### src/rtl/aud_player_i2s.sv
// I2S playback engine: fetches 16-bit mono samples from SRAM and
// shifts them out to a WM8731 DAC that masters BCLK/DACLRCK.
module aud_player_i2s #(
  parameter int ADDR_W   = 20,
  parameter int DATA_W   = 16,
  parameter int SRAM_LAT = 2
) (
  input  logic              i_clk,
  input  logic              i_rst,
  input  logic              i_bclk,
  input  logic              i_daclrck,
  input  logic              i_start,
  input  logic              i_pause,
  input  logic              i_stop,
  input  logic [ADDR_W-1:0] i_end_addr,
  input  logic [DATA_W-1:0] i_sram_data,
  output logic [ADDR_W-1:0] o_address,
  output logic              o_rd_en,
  output logic              o_dacdat,
  output logic              o_busy,
  output logic              o_done
);

  localparam int CNT_W = $clog2(DATA_W + 1);
  localparam int LAT_W = (SRAM_LAT > 1) ? $clog2(SRAM_LAT) : 1;
  localparam logic [LAT_W-1:0] LAT_LAST = LAT_W'(SRAM_LAT - 1);
  localparam logic [CNT_W-1:0] BITS = CNT_W'(DATA_W);

  typedef enum logic [1:0] {
    S_IDLE,
    S_FETCH,
    S_PLAY,
    S_PAUSE
  } state_t;

  state_t state_q, state_d;

  logic [2:0]        bclk_q, lrc_q;
  logic              bclk_fall, lrc_fall, lrc_rise;
  logic [ADDR_W-1:0] end_q;
  logic [DATA_W-1:0] next_buf, cur_smp, shreg;
  logic [CNT_W-1:0]  bit_cnt;
  logic [LAT_W-1:0]  lat_cnt;
  logic              fetching, fetch_last;
  logic              last_flag, pause_req;
  logic              do_start, do_load, do_done;
  logic              pause_xit;

  always_ff @(posedge i_clk) begin
    if (i_rst) begin
      bclk_q <= '0;
      lrc_q  <= '0;
    end else begin
      bclk_q <= {bclk_q[1:0], i_bclk};
      lrc_q  <= {lrc_q[1:0], i_daclrck};
    end
  end

  assign bclk_fall  = bclk_q[2] & ~bclk_q[1];
  assign lrc_fall   = lrc_q[2] & ~lrc_q[1];
  assign lrc_rise   = ~lrc_q[2] & lrc_q[1];
  assign fetch_last = fetching && (lat_cnt == LAT_LAST);

  assign o_rd_en = fetching;
  assign o_busy  = (state_q != S_IDLE);

  always_comb begin
    state_d   = state_q;
    do_start  = 1'b0;
    do_load   = 1'b0;
    do_done   = 1'b0;
    pause_xit = 1'b0;
    if (i_stop) begin
      state_d = S_IDLE;
    end else begin
      unique case (state_q)
        S_IDLE: begin
          if (i_start) begin
            state_d  = S_FETCH;
            do_start = 1'b1;
          end
        end
        S_FETCH: begin
          if (fetch_last) state_d = S_PLAY;
        end
        S_PLAY: begin
          if (lrc_fall) begin
            if (last_flag) begin
              state_d = S_IDLE;
              do_done = 1'b1;
            end else if (pause_req) begin
              state_d   = S_PAUSE;
              pause_xit = 1'b1;
            end else begin
              do_load = 1'b1;
            end
          end
        end
        S_PAUSE: begin
          if (lrc_fall && pause_req) begin
            pause_xit = 1'b1;
            if (last_flag) begin
              state_d = S_IDLE;
              do_done = 1'b1;
            end else begin
              state_d = S_PLAY;
              do_load = 1'b1;
            end
          end
        end
        default: state_d = S_IDLE;
      endcase
    end
  end

  always_ff @(posedge i_clk) begin
    if (i_rst) begin
      state_q   <= S_IDLE;
      o_address <= '0;
      end_q     <= '0;
      next_buf  <= '0;
      cur_smp   <= '0;
      lat_cnt   <= '0;
      fetching  <= 1'b0;
      last_flag <= 1'b0;
      pause_req <= 1'b0;
      o_done    <= 1'b0;
    end else begin
      state_q <= state_d;
      o_done  <= do_done;

      if (fetching) begin
        if (lat_cnt == LAT_LAST) begin
          fetching <= 1'b0;
          lat_cnt  <= '0;
          next_buf <= i_sram_data;
        end else begin
          lat_cnt <= lat_cnt + LAT_W'(1);
        end
      end

      if (do_start) begin
        fetching  <= 1'b1;
        lat_cnt   <= '0;
        o_address <= '0;
        end_q     <= i_end_addr;
        last_flag <= 1'b0;
        cur_smp   <= '0;
      end

      // Consume the buffered sample and prefetch its successor
      if (do_load) begin
        cur_smp <= next_buf;
        if (o_address == end_q) begin
          last_flag <= 1'b1;
        end else begin
          o_address <= o_address + ADDR_W'(1);
          fetching  <= 1'b1;
          lat_cnt   <= '0;
        end
      end

      if (pause_xit) begin
        pause_req <= 1'b0;
      end else if (i_pause &&
                   (state_q == S_PLAY ||
                    state_q == S_PAUSE)) begin
        pause_req <= ~pause_req;
      end

      if (state_d == S_IDLE) begin
        o_address <= '0;
        fetching  <= 1'b0;
        lat_cnt   <= '0;
        last_flag <= 1'b0;
        pause_req <= 1'b0;
      end
    end
  end

  // Shifter runs in every busy state; only PLAY lets bits reach the pin
  always_ff @(posedge i_clk) begin
    if (i_rst) begin
      shreg    <= '0;
      bit_cnt  <= '0;
      o_dacdat <= 1'b0;
    end else if (state_d == S_IDLE) begin
      shreg    <= '0;
      bit_cnt  <= '0;
      o_dacdat <= 1'b0;
    end else if (lrc_fall || lrc_rise) begin
      shreg    <= do_load ? next_buf : cur_smp;
      bit_cnt  <= '0;
      o_dacdat <= 1'b0;
    end else if (bclk_fall) begin
      if (bit_cnt < BITS) begin
        o_dacdat <= (state_q == S_PLAY) &
                    shreg[DATA_W-1];
        shreg    <= {shreg[DATA_W-2:0], 1'b0};
        bit_cnt  <= bit_cnt + CNT_W'(1);
      end else begin
        o_dacdat <= 1'b0;
      end
    end
  end

endmodule

### config.mk
export PLATFORM = sky130hd
export DESIGN_NAME = aud_player_i2s
export DESIGN_NICKNAME = d
export VERILOG_FILES = /design/src/rtl/aud_player_i2s.sv
export SDC_FILE = /design/constraint.sdc
export NUM_CORES = 1
export LEC_CHECK = 0
export ABC_CLOCK_PERIOD_IN_PS = 2050
export CAP_MARGIN = 10
export CORE_ASPECT_RATIO = 0.7
export CORE_UTILIZATION = 49
export DETAILED_ROUTE_END_ITERATION = 6
export GPL_ROUTABILITY_DRIVEN = 0
export GPL_TIMING_DRIVEN = 0
export PLACE_DENSITY = 0.8
export SLEW_MARGIN = 0
export SYNTH_ARGS = -nofsm -noshare
export SYNTH_HDL_FRONTEND = slang
export SYNTH_SLANG_ARGS = --single-unit
### constraint.sdc
create_clock -name i_clk -period 2.05 [get_ports i_clk]
set_input_delay 0.41 -clock i_clk [delete_from_list [all_inputs] [get_ports i_clk]]
set_output_delay 0.41 -clock i_clk [all_outputs]
set_load 0.05 [all_outputs]
# Yosys cells after proc, flatten, opt, wreduce, memory -nomap -nowiden
# Cells that the tools add are included.
dict set report classes {
  n_addsub 3
  magnitude_cmp 1
  n_eq_ne 4
  n_mux 52
  bitwise 8
  n_reduce_logical 18
}
# cell n
set ops {}
lappend ops {{two-way mux 16 bit} 6}
lappend ops {{two-way mux 20 bit} 3}
lappend ops {{two-way mux 1 bit} 31}
lappend ops {{adder 20 x 1 -> 20 bit, second input constant} 1}
lappend ops {{== test 20 bit} 1}
lappend ops {{two-way mux 2 bit} 8}
lappend ops {{one-hot mux 2 bit (4 select lines)} 1}
lappend ops {{nonzero test 2 bit} 4}
lappend ops {{one-hot mux 1 bit (2 select lines)} 3}
lappend ops {{AND reduction 2 bit} 3}
lappend ops {{OR reduction 3 bit} 2}
lappend ops {{adder 5 x 1 -> 5 bit, second input constant} 1}
lappend ops {{less-than comparator 5 bit, second input constant} 1}
lappend ops {{bitwise AND 1 bit} 4}
lappend ops {{== test 2 bit, second input constant} 2}
lappend ops {{zero test 2 bit} 2}
lappend ops {{inverter 1 bit} 4}
lappend ops {{OR reduction 2 bit} 2}
lappend ops {{logical AND 1 bit} 3}
lappend ops {{== test 2 x 1 -> 1 bit, second input constant} 1}
lappend ops {{logical OR 1 bit} 2}
lappend ops {{adder 1 bit, second input constant} 1}
dict set report word_totals {
  register_bits 107
  word_cells 101
}

# Longest topological paths before layout
dict set report depth {
  depth_word 8
  depth_mapped 10
  ltp_nobuf 8
}

# Least setup slack after synthesis
# Ideal clock, no wire load.
dict set report synth_timing {
  kind {register to register}
  startpoint {register o_address[13]}
  endpoint {register o_address[14]}
  setup_time_ns 0.122
  arrival_time_ns 2.277
  required_ns 1.928
  setup_slack_ns -0.349
  path_stages_with_launch 8
  n_path_buf 1
  path_cell_list {dfxtp_1 > xor2_1 > nor4_2 > nand3_2 > o31ai_4 > nor2_2 > buf_6 > a221o_1}
}
dict set report synth_via {
  elab_chain_cells 3
  elab_cells_between_ends 4
  classes_between {1 x add/sub; 1 x eq/ne; 2 x mux}
}
# item line_no
set synth_rtl {}
lappend synth_rtl {{from (decl)} 17} ;# output logic [ADDR_W-1:0] o_address,
lappend synth_rtl {{from (signal assigned)} 157} ;# o_address <= o_address + ADDR_W'(1);
lappend synth_rtl {{adder 20 x 1 -> 20 bit or == test 20 bit (tied branches)} {157, 154}}
lappend synth_rtl {{two-way mux 20 bit (*)} 154} ;# if (o_address == end_q) begin
lappend synth_rtl {{two-way mux 20 bit (*)} 152} ;# if (do_load) begin
# Mark *: on every way between the ends. The rest lies on a longest branch, timed or not.
# A chain may end at the register's enable or synchronous reset.

# Final worst setup path
dict set report layout_timing {
  startpoint {register o_address[9]}
  endpoint {register o_address[17]}
}
# The elaborated chain is that of the path after synthesis.

==> results.sh <==
export IMPL_ios=67
export IMPL_wl_mm=12.8
export IMPL_final_util=0.676
export IMPL_antenna_left=0
export IMPL_insertion_delay_ps=350
export IMPL_synth_nets=569
export IMPL_grt_remaining_overflow=0
export IMPL_htreeDepth=3
export IMPL_initial_utilization=0.515
export IMPL_switching_share=0.236
export IMPL_whs_ps=444
export IMPL_critPathSlowestCell="dfxtp_4"
export IMPL_vdd_ir_drop_max_mv=0.498
export IMPL_antenna_found_initial=0
export IMPL_drc=0
export IMPL_wire_per_inst_um=17.1
export IMPL_fin_cells=748
export IMPL_crit_arrival_ps=2390
export IMPL_cp_slowest_stage_delay_ps=390
export IMPL_final_cell_mix="dfxtp_1, nor2_1, clkdlybuf4s50_1, nand2_1, a21oi_1"
export IMPL_powerDensity_mw_per_mm2=672
export IMPL_final_common_cell="dfxtp_1"
export IMPL_status="finished with violations"
export IMPL_dieArea_mm2=0.0101
export IMPL_area_growth_pct=31.3
export IMPL_layout_drive_gt1_share=0.205
export IMPL_maxSlewViolCount=0
export IMPL_synth_edf_count=0
export IMPL_critPathBufInv=2
export IMPL_via_per_inst=5.64
export IMPL_antenna_cells=0
export IMPL_required_ps=2340
export IMPL_hold_violations=0
export IMPL_hpwl_mm=8.64
export IMPL_cp_top_family="simple AND/OR/NAND/NOR gates"
export IMPL_dieHeight_um=84.3
export IMPL_synth_cell_types=62
export IMPL_ys_warn_count=0
export IMPL_drt_iter0_drc=437
export IMPL_tightestPinTransition_ps=693
export IMPL_power_internal_mw=3.20
export IMPL_critPathLaunchType="register"
export IMPL_crit_type="reg2reg"
export IMPL_violations="setup timing"
export IMPL_clockPowerShare=0.424
export IMPL_p_seq_frac=0.502
export IMPL_grt_max_degree=19
export IMPL_finalCritPeriodShare=1.02
export IMPL_clock_sinks=107
export IMPL_maxCapViolCount=0
export IMPL_critPathMaxFanout=5
export IMPL_p_leak_nw=2.36
export IMPL_skew_ps=6.04
export IMPL_setup_viol=10
export IMPL_cp_end_kind="register"
export IMPL_fillers=716
export IMPL_dpl_cell_count=711
export IMPL_ys_flop_type="dfxtp_1"
export IMPL_grt_pass1_wl_mm=20.2
export IMPL_ctsLongestPathBuffers=2
export IMPL_setup_ws_ps=-48.4
export IMPL_syn_area_per_cell_um2=9.11
export IMPL_clockRootBuffer="clkbuf_16"
export IMPL_period_needed_ps=2100
export IMPL_io_buffers=66
export IMPL_post_dp_cell_area_mm2=0.00561
export IMPL_cts_tree="done"
export IMPL_slew_headroom=0.538
export IMPL_p_sw_uw=988
export IMPL_async_reset_ff_frac=0
export IMPL_hp_class="reg2reg"
export IMPL_comb_power_share=0.074
export IMPL_synthesis_area_mm2=0.00474
export IMPL_clkSlewWorstSetupHoldPaths_ps=70
export IMPL_die_x_um=120
export IMPL_first_global_vias=4015
export IMPL_core_region_area_mm2=0.00922
export IMPL_ys_seq_area_frac=0.451
export IMPL_dr_pass1_iters=7
export IMPL_path_cells="buf_4 > nand2_1 > nor3_4 > nand4_1 > buf_4 > or3_1 > a211oi_1 > a21o_1"
export IMPL_final_cell_area_mm2=0.00623
export IMPL_grt_usage=0.258
export IMPL_via_count=4216
export IMPL_path_common_cell="buf_4"
export IMPL_synthCells=521
export IMPL_max_freq_ghz=0.477
export IMPL_finish_net_count=667
export IMPL_num_rows=29
export IMPL_grt_setup_unrepaired="true"
export IMPL_synth_ff_latch_count=107
export IMPL_cts_made_buffers=9
## routing by layer
| layer | global-route usage | vias up | share of wire |
|---|---|---|---|
| li1 | - | 1997 | - |
| met1 | 0.344 | 2003 | 0.45 |
| met2 | 0.404 | 176 | 0.46 |
| met3 | 0.0577 | 40 | 0.074 |
| met4 | 0.107 | 0 | 0.022 |
| met5 | 0 | - | 0 |
## flip-flops by register name, indices dropped and copies added, names as in the netlist
signal     count
cur_smp       16
o_address     20
last_flag      1
next_buf      16
o_rd_en        1
state_q        2
end_q         20
shreg         16
lat_cnt        1
lrc_q          3
bclk_q         3
o_dacdat       1
pause_req      1
bit_cnt        5
o_done         1
## synth_stat cells, types with 9 or more instances
master    number  area, um2
a21oi_1       41        205
clkbuf_1      16       60.1
dfxtp_1      107       2140
inv_1          9       33.8
mux2_2        16        180
mux2i_1       34        340
nand2_1       56        210
nand3_1        9       45.0
nor2_1        82        308
nor3_1         9       45.0
xnor2_1       10       87.6
xor2_1        16        140
## final timing paths
path           startpoint       endpoint  slack, ps  cells after the start
max          o_address[9]  o_address[17]        -50                      8
min              lrc_q[0]       lrc_q[1]        440                      1
max reg2reg  o_address[9]  o_address[17]        -50                      8
min reg2reg      lrc_q[0]       lrc_q[1]        440                      1
## kinds of logic (layout without fill, tap and decap cells)
| family | after synthesis | in the layout | share of synthesized area |
|---|---|---|---|
| buffers and inverters | 43 | 146 | 0.0490 |
| flip-flops | 107 | 107 | 0.451 |
| multiplexers | 50 | 50 | 0.110 |
| XOR/XNOR | 26 | 26 | 0.0480 |
| AO/OA/AOI/OAI | 80 | 80 | 0.115 |
| adder cells (fa/ha/maj) | 5 | 5 | 0.0132 |
| AND/OR/NAND/NOR | 210 | 210 | 0.214 |
## power groups by stage
stage / logic (mW) / clock network (mW) / registers [mW]
after detailed placement: 0.279 / 0 / 2.15
after global placement: 0.272 / 0 / 2.15
after global routing: 0.332 / 1.88 / 2.10
after floorplan: 0.149 / 0 / 2.15
final: 0.310 / 1.77 / 2.10
after CTS: 0.296 / 1.79 / 2.10
## per-stage QoR
| stage | power, mW | setup WS, ps | TNS, ps |
|---|---|---|---|
| after floorplan | 2.30 | 2.30 | 0 |
| after global placement | 2.42 | -661 | -36240 |
| after detailed placement | 2.43 | -678 | -39740 |
| after CTS | 4.19 | 1.22 | 0 |
| after global routing | 4.32 | -106 | -1090 |
| final | 4.19 | -48.4 | -133 |
## repair_timing
item / CTS / global route
endpoints found under the setup margin: 77 / 78
resized for setup: 34 / 28
hold buffers: 0 / 0
pin swaps: 12 / 20
buffers inserted: 15 / 7
gates cloned: 2 / 0
## layout make-up
| cell class | instances | area (um2) | area share |
|---|---|---|---|
| clock inverter | 6 | 72.6 | 0.0117 |
| sequential | 107 | 2200 | 0.354 |
| buffer | 31 | 216 | 0.0348 |
| multi-input combinational | 371 | 2460 | 0.396 |
| inverter | 9 | 33.8 | 0.00542 |
| timing repair buffer | 90 | 853 | 0.137 |
| tap | 124 | 155 | 0.0249 |
| clock buffer | 10 | 229 | 0.0368 |
No activity file was read; power rests on OpenSTA's default activity.
